--- src/rtl/hazard_forward_unit.sv ---
// hazard_forward_unit
//   Tracks control information for the ID/EX, EX/MEM and MEM/WB pipeline
//   registers of a 5-stage in-order pipeline. It selects the forwarding
//   source for the two EX-stage operand muxes and detects load-use hazards.
//   On a load-use hazard it stalls for one cycle and injects a bubble.
//
// Ports
//   clk            rising-edge clock
//   rst_n          asynchronous active-low reset
//   id_valid       ID stage holds a real instruction
//   id_rs1/id_rs2  ID source register numbers
//   id_use_rs1/2   ID instruction actually reads rs1 / rs2
//   id_rd          ID destination register
//   id_reg_write   ID instruction writes rd
//   id_mem_read    ID instruction is a load
//   flush          branch taken in EX; squash the instruction entering EX
//   fwd_a_sel      operand A source: 00 regfile, 01 MEM/WB, 10 EX/MEM
//   fwd_b_sel      operand B source, same encoding as fwd_a_sel
//   stall          hold PC and IF/ID this cycle
//   ex_valid       EX stage holds a real instruction
//   stall_count    saturating count of stall cycles
module hazard_forward_unit (
  input  logic        clk,
  input  logic        rst_n,
  input  logic        id_valid,
  input  logic [4:0]  id_rs1,
  input  logic [4:0]  id_rs2,
  input  logic        id_use_rs1,
  input  logic        id_use_rs2,
  input  logic [4:0]  id_rd,
  input  logic        id_reg_write,
  input  logic        id_mem_read,
  input  logic        flush,
  output logic [1:0]  fwd_a_sel,
  output logic [1:0]  fwd_b_sel,
  output logic        stall,
  output logic        ex_valid,
  output logic [15:0] stall_count
);

  localparam logic [1:0] SEL_RF    = 2'b00;
  localparam logic [1:0] SEL_MEMWB = 2'b01;
  localparam logic [1:0] SEL_EXMEM = 2'b10;

  logic        idex_valid;
  logic [4:0]  idex_rs1;
  logic [4:0]  idex_rs2;
  logic [4:0]  idex_rd;
  logic        idex_reg_write;
  logic        idex_mem_read;

  logic        exmem_valid;
  logic [4:0]  exmem_rd;
  logic        exmem_reg_write;

  logic        memwb_valid;
  logic [4:0]  memwb_rd;
  logic        memwb_reg_write;

  logic [15:0] stall_cnt_q;

  logic        exmem_fwd_ok;
  logic        memwb_fwd_ok;
  logic        load_use;
  logic        accept_id;

  // A stage can only be a forwarding source if it actually writes a
  // non-zero register; bubbles have valid=0 and reg_write=0.
  assign exmem_fwd_ok = exmem_valid & exmem_reg_write & (exmem_rd != 5'd0);
  assign memwb_fwd_ok = memwb_valid & memwb_reg_write & (memwb_rd != 5'd0);

  // EX/MEM is checked first so the youngest producer wins.
  always_comb begin
    fwd_a_sel = SEL_RF;
    if (exmem_fwd_ok && (exmem_rd == idex_rs1))
      fwd_a_sel = SEL_EXMEM;
    else if (memwb_fwd_ok && (memwb_rd == idex_rs1))
      fwd_a_sel = SEL_MEMWB;
  end

  always_comb begin
    fwd_b_sel = SEL_RF;
    if (exmem_fwd_ok && (exmem_rd == idex_rs2))
      fwd_b_sel = SEL_EXMEM;
    else if (memwb_fwd_ok && (memwb_rd == idex_rs2))
      fwd_b_sel = SEL_MEMWB;
  end

  // Load data is not available until MEM, so a consumer right behind a
  // load waits one cycle; a taken branch squashes it instead.
  assign load_use = id_valid & idex_mem_read & (idex_rd != 5'd0) &
                    ((id_use_rs1 & (id_rs1 == idex_rd)) |
                     (id_use_rs2 & (id_rs2 == idex_rd)));
  assign stall     = load_use & ~flush;
  assign accept_id = ~stall & ~flush;

  assign ex_valid    = idex_valid;
  assign stall_count = stall_cnt_q;

  always_ff @(posedge clk or negedge rst_n) begin
    if (!rst_n) begin
      idex_valid      <= 1'b0;
      idex_rs1        <= 5'd0;
      idex_rs2        <= 5'd0;
      idex_rd         <= 5'd0;
      idex_reg_write  <= 1'b0;
      idex_mem_read   <= 1'b0;
      exmem_valid     <= 1'b0;
      exmem_rd        <= 5'd0;
      exmem_reg_write <= 1'b0;
      memwb_valid     <= 1'b0;
      memwb_rd        <= 5'd0;
      memwb_reg_write <= 1'b0;
      stall_cnt_q     <= 16'd0;
    end else begin
      exmem_valid     <= idex_valid;
      exmem_rd        <= idex_rd;
      exmem_reg_write <= idex_reg_write;
      memwb_valid     <= exmem_valid;
      memwb_rd        <= exmem_rd;
      memwb_reg_write <= exmem_reg_write;

      if (accept_id) begin
        idex_valid     <= id_valid;
        idex_rs1       <= id_rs1;
        idex_rs2       <= id_rs2;
        idex_rd        <= id_rd;
        idex_reg_write <= id_reg_write;
        idex_mem_read  <= id_mem_read;
      end else begin
        idex_valid     <= 1'b0;
        idex_rs1       <= 5'd0;
        idex_rs2       <= 5'd0;
        idex_rd        <= 5'd0;
        idex_reg_write <= 1'b0;
        idex_mem_read  <= 1'b0;
      end

      if (stall && (stall_cnt_q != 16'hFFFF))
        stall_cnt_q <= stall_cnt_q + 16'd1;
    end
  end

endmodule

--- config.mk ---
export PLATFORM = sky130hd
export DESIGN_NAME = hazard_forward_unit
export DESIGN_NICKNAME = d
export VERILOG_FILES = /design/src/rtl/hazard_forward_unit.sv
export SDC_FILE = /design/constraint.sdc
export NUM_CORES = 1
export LEC_CHECK = 0
export ABC_AREA = 0
export BUFFER_PORTS_ARGS = -buffer_cell sky130_fd_sc_hd__buf_4
export CELL_PAD_IN_SITES_DETAIL_PLACEMENT = 0
export CELL_PAD_IN_SITES_GLOBAL_PLACEMENT = 1
export CORE_ASPECT_RATIO = 0.75
export CORE_MARGIN = 4
export CORE_UTILIZATION = 47
export CTS_CLUSTER_SIZE = 24
export DETAILED_ROUTE_END_ITERATION = 10
export PLACE_DENSITY_LB_ADDON = 0.1
export SYNTH_ARGS = -nofsm -noshare
export SYNTH_HDL_FRONTEND = slang
export SYNTH_SLANG_ARGS = --single-unit
--- constraint.sdc ---
create_clock -name clk -period 3.6 [get_ports clk]
set_input_delay 0.72 -clock clk [delete_from_list [all_inputs] [get_ports clk]]
set_output_delay 0.72 -clock clk [all_outputs]
set_load 0.02 [all_outputs]
# Word-level counts from Yosys, hierarchy flattened

Cells that the tools add are included.

Mux-type cells: 10
Equality and inequality tests: 7
Reduce and logical (&&, ||, !) cells: 8
Bitwise operators: 14
Add/sub/neg operators: 1

Operators by type and width:

| kind                  | count |
|---|---|
| $eq 5x5->1            | 6 |
| $add 16x1->16 const B | 1 |
| $ne 16x16->1 const B  | 1 |
| $mux 5                | 3 |
| $reduce_bool 5->1     | 3 |
| $and 1x1->1           | 11 |
| $logic_and 1x1->1     | 5 |
| $mux 1                | 5 |
| $mux 2                | 2 |
| $not 1->1             | 2 |
| $or 1x1->1            | 1 |

Bits in registers: 48

# Longest topological paths before layout

Gate-level depths: netlist of the first run.

Depth after elaboration: 8
Depth in mapped cells: 7
Gate-level depth less buffers: 6

# Worst setup path after synthesis of the first run

OpenSTA, ideal clock, no wires.

Kind: register to output
Start: register exmem_rd[1]
End: output port fwd_b_sel[0]
Path buffers: 0
Arrival time: 2020 ps
Cell stages (with the launch flop): 5
Setup slack: 860 ps
Cell sequence: dfrtp_1 > or4_1 > o211ai_1 > nor4_1 > nor4_1

Cells in the longest elaborated chain, start to end: 4
Elaborated cells on any way between the ends: 5

RTL lines:

| element                | RTL line | text |
|---|---|---|
| start, declared        | 53       | `logic [4:0] exmem_rd;` |
| start signal, assigned | 117      | `exmem_rd <= idex_rd;` |
| $reduce_bool 5->1      | 69       | `assign exmem_fwd_ok = exmem_valid & exmem_reg_write & (exmem_rd != 5'd0);` |
| $and 1x1->1            | 69       |  |
| $logic_and 1x1->1 (*)  | 83       | `if (exmem_fwd_ok && (exmem_rd == idex_rs2))` |
| $mux 2 (*)             | 83       |  |
| end, declared          | 35       | `output logic [1:0] fwd_b_sel,` |

Mark *: on every way between the ends. The rest lies on a longest branch, timed or not.

# Worst setup path after layout of the first run

Start: register idex_rd[0]
End: output port stall

Cells in the longest elaborated chain, start to end: 5
Elaborated cells on any way between the ends: 9

RTL lines:

| element                               | RTL line | text |
|---|---|---|
| start, declared                       | 48       | `logic [4:0] idex_rd;` |
| start signal, assigned                | 127      | `idex_rd <= id_rd;` |
| $eq 5x5->1, on equally long branches  | 92, 93   |  |
| $and 1x1->1, on equally long branches | 92, 93   |  |
| $or 1x1->1                            | 92       | `((id_use_rs1 & (id_rs1 == idex_rd)) \|` |
| $and 1x1->1 (*)                       | 91       | `assign load_use = id_valid & idex_mem_read & (idex_rd != 5'd0) &` |
| $and 1x1->1 (*)                       | 94       | `assign stall = load_use & ~flush;` |
| end, declared                         | 36       | `output logic stall,` |

Marked as above.

==> flow_metrics.py, run 1 <==
metrics = {
    "clock_tree": {
        "cts-root-buf": "clkbuf_8",
        "htree_num_levels": 2,
        "clk_pin_slew_ps": 90,
        "clkSinkCount": 48,
        "cts_hold_buf": 0,
        "cts_buffers": 5,
        "cts_tree": "built",
        "worstSkewPairLatency_ps": 300,
        "clk_path_buf_depth": 2,
        "cts_setup_buffers": 0,
        "post_cts_resized": 0,
    },
    "synthesis": {
        "yosysMostFrequentCell": "dfrtp_1",
        "netlist_instances": 181,
        "synth_top_area_cell": "dfrtp_1",
        "ys_warn_count": 0,
        "synthTopCellsByArea": "dfrtp_1 (53%), xnor2_1 (12%), and2_1 (5.5%)",
        "syn_area_um2": 2258,
        "ys_seq_area_share_pct": 53.19,
        "synth-seq-cells": 48,
        "syn_nets": 205,
        "synthFlopType": "dfrtp_1",
        "ys_types": 32,
        "synth_top_cells_by_count": "dfrtp_1 (48), xnor2_1 (31), and2_1 (20)",
        "syn_area_per_cell_um2": 12.48,
        "synth-async-reset-ratio_pct": 100.0,
        "synth_edf_count": 0,
        "yosys.area.top_type_share_pct": 53.19,
    },
    "critical_path": {
        "reg2reg_to": "stall_count[1]",
        "timing.reg2reg.setup_slack_ps": 1500,
        "worstSetupPathType": "flip-flop to output port",
        "r2r_start": "idex_rd[0]",
        "crit_family": "simple AND/OR/NAND/NOR gates",
        "cp.required_ps": 2880,
        "crit_buf_inv": 2,
        "start_kind": "flip-flop",
        "cp_slowest_cell": "dfrtp_1",
        "cpMostUsedCell": "buf_4",
        "endpoint_kind": "output port",
        "max_stage_delay_ps": 420,
        "crit_chain": "or3_1, o311a_4, nor2b_4, buf_4, and2_1, buf_4",
        "cp_max_fo": 14,
        "reg2regPathDepth": 6,
        "arrival_ps": 2130,
    },
    "cells_and_area": {
        "finish.instance_area_um2": 2749,
        "drive_above_1_share_pct": 31.17,
        "final_cells": 288,
        "final_util_pct": 60.47,
        "regArea_um2": 1201,
        "layout.nets": 254,
        "multi_input_area_um2": 1016,
        "fillers": 383,
        "antennaDiodeCount": 0,
        "syn2layout_area_growth_pct": 21.72,
    },
    "hold_path": {
        "hold_start": "idex_reg_write",
        "hold_end": "exmem_reg_write",
        "hold_class": "flip-flop to flip-flop",
        "hold_depth": 0,
    },
    "detailed_routing": {
        "drcViolationCount": 0,
        "viasPerCell": 5.229,
        "first_pass_iters": 4,
        "wire_per_inst_um": 15.97,
        "routed_wl_mm": 4.600,
        "postRouteAntennaNets": 0,
        "via_count": 1506,
        "drt_iter0_drc": 57,
    },
    "outcome": {
        "status": "finished, final reports clean",
    },
    "global_route": {
        "grt_max_degree": 49,
        "antenna_found_initial": 0,
        "grt_use_total_pct": 17.21,
        "grt_remaining_overflow": 0,
        "grt_pass1_wl_mm": 7.659,
        "grt_pass1_vias": 1583,
    },
    "place": {
        "hpwlAfterDp_mm": 3.607,
        "dpl_cell_area_um2": 2638,
        "dp.cells": 280,
        "place.gp.congestion": 0.7709,
        "io_buffers": 44,
    },
    "floorplan": {
        "rows": 21,
        "die_x_um": 88.04,
        "ioPinCount": 45,
        "start_util_pct": 49.68,
        "die_h_um": 68.03,
        "dieArea_um2": 5989,
        "core_um2": 4546,
    },
    "sta": {
        "slew_headroom_pct": 61.51,
        "rsz0062_at_grt": "false",
        "timing.fmax_mhz": 351.4,
        "skew_ps": 6.186,
        "maxSlewViolCount": 0,
        "hold_viol": 0,
        "period_share_pct": 79.04,
        "tightest_slew_ps": 577.4,
        "setup_violations": 0,
        "post-route-min-period_ps": 2845,
        "tns_ps": 0,
    },
    "pwr": {
        "power.total_mw": 1.058,
        "peakVddDrop_mv": 0.1960,
        "powerDensity_nw_per_um2": 384.7,
        "leakagePower_nw": 1.257,
    },
    "flow_run": {
        "maxCapViolCount": 0,
    },
}
==> kinds of logic after synthesis <==
logic type,share of synthesized area [%]
buffers and inverters,1.828
and+or+nand+nor,23.05
xor gates and xnor gates,16.68
DFF,53.19
muxes,1.496
adders and majority gates,0.5539
AOI/OAI and AO/OA,3.213
==> worst max path at each step <==
stage,slack [ps],end,depth (start not counted),from
final,750,stall,6,idex_rd[0]
after floorplan,860,fwd_b_sel[0],4,exmem_rd[1]
after CTS,740,stall,6,idex_rd[0]
after global placement,1110,stall,6,idex_rd[0]
after detailed placement,1090,stall,6,idex_rd[0]
after global routing,580,fwd_b_sel[0],5,exmem_rd[1]
==> worst register-to-register path, stage by stage, from the launching register on <==
cell,delay (ps)
dfrtp_1,420
or3_1,400
o311a_4,350
nor2b_4,130
buf_4,190
nand3_1,160
mux2_1,340
==> cells in the final DEF (no fill, tap or decap), types with 2 or more instances in the layout <==
cell type	n
nand4_1	5
nor2_1	4
xnor2_1	31
nor3_1	2
clkbuf_8	5
mux2_2	2
o211ai_1	2
nand4_2	9
or4_1	3
nand3_1	11
xor2_1	12
nand2_1	4
and3_1	6
nor4_1	3
dfrtp_1	48
and2_1	20
buf_4	46
==> metal layers <==
layer	vias to the layer above	track usage, %	share of wire, %
li1	726	-	-
met1	728	24.79	49
met2	41	24.06	43
met3	11	4.813	6.1
met4	0	7.925	2.1
met5	-	0	0
==> registers in the layout (all words and copies together), names as in the netlist <==
name             count
memwb_valid          1
exmem_reg_write      1
ex_valid             1
memwb_reg_write      1
idex_rd              5
idex_mem_read        1
stall_count         16
exmem_valid          1
memwb_rd             5
idex_rs1             5
idex_reg_write       1
exmem_rd             5
idex_rs2             5
==> cell type report <==
class                           instances  share of cell area, %
Clock buffer                            5                  2.503
Inverter                                1                 0.1365
Multi-Input combinational cell        128                  36.96
Timing Repair Buffer                   46                  12.56
Clock inverter                          3                  1.548
Tap cell                               57                  2.594
Sequential cell                        48                  43.70
==> metrics by stage <==
| step | hold slack [ps] | setup WS, ps |
|---|---|---|
| after global routing | 386.0 | 576.4 |
| final | 384.0 | 754.6 |
| after detailed placement | 359.6 | 1085 |
| after global placement | 339.1 | 1114 |
| after floorplan | 331.2 | 860.4 |
| after CTS | 379.6 | 744.5 |
==> report_power, final <==
part / internal, mW / leakage, nW / total [mW] / switching (mW)
registers: 0.559 / 0.636 / 0.581 / 0.0223
clock network: 0.205 / 0.0541 / 0.381 / 0.175
logic: 0.0505 / 0.567 / 0.0957 / 0.0452
total: 0.815 / 1.26 / 1.06 / 0.243
No activity file was read; power rests on OpenSTA's default activity.
==> inputs of run 2 (changes only) <==
--- a/config.mk
+++ b/config.mk
@@ -11,7 +11,7 @@
 export CELL_PAD_IN_SITES_GLOBAL_PLACEMENT = 1
 export CORE_ASPECT_RATIO = 0.75
 export CORE_MARGIN = 4
-export CORE_UTILIZATION = 47
+export CORE_UTILIZATION = 43
 export CTS_CLUSTER_SIZE = 24
 export DETAILED_ROUTE_END_ITERATION = 10
 export PLACE_DENSITY_LB_ADDON = 0.1
==> constraint.sdc (replaced) <==
create_clock -name clk -period 2.82 [get_ports clk]
set_input_delay 0.564 -clock clk [delete_from_list [all_inputs] [get_ports clk]]
set_output_delay 0.564 -clock clk [all_outputs]
set_load 0.02 [all_outputs]
==> run 2 against run 1 <==
Non-clock buffer count unchanged. Sequential power increased by 28%. Flip-flop and latch count unchanged. Count of clock-buffer cells in the layout unchanged. Combinational power increased by 26%. Hold slack got worse by 140 ps. Global-route usage decreased by 1.2 points. Die area increased by 8.3%. Sequential share of layout area decreased by 0.37 points. Power increased by 29%.
==> flow_metrics.py, run 2 (synthesis gave the netlist of run 1 again) <==
metrics = {
    "outcome": {
        "status": "finished, final reports clean",
    },
    "critical_path": {
        "timing.reg2reg.setup_slack_ps": 720,
        "worstSetupPathType": "flip-flop to output port",
        "arrival_ps": 1990,
        "cp-startpoint": "exmem_rd[1]",
        "reg2reg_to": "stall_count[1]",
        "cpMostUsedCell": "nor4_1",
        "endpoint_kind": "output port",
        "cp.required_ps": 2260,
        "r2r_start": "idex_rd[0]",
        "crit_end": "fwd_b_sel[0]",
        "crit_chain": "or4_1, o211ai_1, nor4_1, nor4_1, buf_4",
        "start_kind": "flip-flop",
        "max_stage_delay_ps": 540,
        "cp_slowest_cell": "or4_1",
        "reg2regPathDepth": 6,
        "cp_max_fo": 4,
    },
    "cells_and_area": {
        "drive_above_1_share_pct": 31.17,
        "finish.instance_area_um2": 2773,
        "mostFrequentLayoutCell": "dfrtp_1",
        "final_cells": 303,
        "layout.nets": 254,
        "largest_register_ffs": 16,
        "regArea_um2": 1201,
        "final_cell_mix": "dfrtp_1 (48), buf_4 (46), xnor2_1 (31)",
        "final_util_pct": 55.65,
        "syn2layout_area_growth_pct": 22.77,
        "fillers": 433,
        "multi_input_area_um2": 1016,
        "antennaDiodeCount": 0,
    },
    "place": {
        "io_buffers": 44,
        "place_ws_ps": 498.6,
        "hpwlAfterDp_mm": 3.536,
        "place.gp.congestion": 0.7670,
        "dpl_cell_area_um2": 2656,
        "dp.cells": 295,
    },
    "detailed_routing": {
        "first_pass_iters": 4,
        "wire_per_inst_um": 15.31,
        "wl_met3_um": 242,
        "drcViolationCount": 0,
        "met2_length_mm": 1.962,
        "via_count": 1499,
        "highest_layer": "met4",
        "drt_iter0_drc": 83,
        "viasPerCell": 4.947,
        "routed_wl_mm": 4.639,
        "postRouteAntennaNets": 0,
        "met1_length_mm": 2.386,
    },
    "pwr": {
        "powerDensity_nw_per_um2": 493.6,
        "power.total_mw": 1.369,
        "leakagePower_nw": 1.261,
        "switching_share_pct": 23.64,
        "peakVddDrop_mv": 0.2517,
        "clkPwrFrac_pct": 36.9,
        "seqPwrFrac_pct": 54.2,
        "p_comb_share_pct": 8.9,
        "switchingPower_mw": 0.3236,
        "internal_power_mw": 1.045,
    },
    "clock_tree": {
        "clk_path_buf_depth": 2,
        "post_cts_resized": 0,
        "htree_num_levels": 2,
        "cts_buffers": 5,
        "clkSinkCount": 48,
        "worstSkewPairLatency_ps": 310,
        "clk_pin_slew_ps": 90,
        "cts-root-buf": "clkbuf_8",
        "cts_tree": "built",
    },
    "floorplan": {
        "core_um2": 4982,
        "die_x_um": 91.68,
        "dieArea_um2": 6487,
        "die_h_um": 70.76,
        "start_util_pct": 45.33,
        "rows": 22,
        "ioPinCount": 45,
    },
    "sta": {
        "skew_ps": 11.24,
        "slew_headroom_pct": 61.21,
        "post-route-min-period_ps": 2552,
        "period_share_pct": 90.49,
        "tns_ps": 0,
        "hold_ws_ps": 248.7,
        "rsz0062_at_grt": "false",
        "setup_violations": 0,
        "timing.fmax_mhz": 391.9,
        "hold_viol": 0,
        "timing.final.ws_setup_ps": 268.1,
        "maxSlewViolCount": 0,
        "tightest_slew_ps": 581.9,
    },
    "global_route": {
        "grt_pass1_wl_mm": 8.128,
        "grt_pass1_vias": 1579,
        "grt_remaining_overflow": 0,
        "antenna_found_initial": 0,
        "grt_use_total_pct": 16.02,
        "grt_max_degree": 49,
    },
    "flow_run": {
        "maxCapViolCount": 0,
    },
    "hold_path": {
        "hold_class": "primary input to async pin",
    },
}
[run 2: cell types whose count changed in the layout (fill, tap and decap cells not counted)]
cell / before / now
clkinv_2: 1 / 0
clkinvlp_4: 1 / 0
clkinv_4: 0 / 2
[run 2: how the worst min path moves through the flow]
| stage | from | end | slack, ps | cells after the start |
|---|---|---|---|---|
| after floorplan | rst_n | ex_valid | 270 | 0 |
| after global placement | idex_reg_write | exmem_reg_write | 340 | 0 |
| after detailed placement | idex_reg_write | exmem_reg_write | 340 | 0 |
| after CTS | rst_n | idex_reg_write | 280 | 1 |
| after global routing | rst_n | ex_valid | 300 | 1 |
| final | rst_n | idex_rd[3] | 250 | 1 |
[run 2: metal layers]
metal / GRT usage (%) / up-vias
met1: 24.03 / 736
li1: - / 726
met3: 5.420 / 6
met2: 22.11 / 31
met5: 0 / -
met4: 4.013 / 0
[run 2: layout make-up]
cell class | instances | area share [%]
sequential | 48 | 43.32
inverter | 1 | 0.1354
tap | 72 | 3.249
timing repair buffer | 46 | 12.45
clock buffer | 5 | 2.482
clock inverter | 3 | 1.715
multi-input combinational | 128 | 36.64
[run 2: worst max-delay path: cells and delay by family (launching register included)]
kind / cells / cell delay, ps
and+or+nand+nor: 3 / 840
buffers and inverters: 1 / 190
AOI/OAI and AO/OA: 1 / 220
DFF: 1 / 440
[run 2: power groups by stage]
| stage | Sequential, mW | Clock (mW) | Combinational (mW) |
|---|---|---|---|
| floorplan | 0.751 | 0 | 0.0652 |
| global placement | 0.755 | 0 | 0.121 |
| detailed placement | 0.756 | 0 | 0.124 |
| CTS | 0.742 | 0.517 | 0.125 |
| global route | 0.746 | 0.556 | 0.137 |
| finish | 0.742 | 0.506 | 0.121 |
[run 2: what timing repair did]
item	4_1_cts	5_1_grt
hold buffers	0	0
endpoints found under the setup margin	0	1
hold endpoints to repair	0	0
setup buffers	0	0
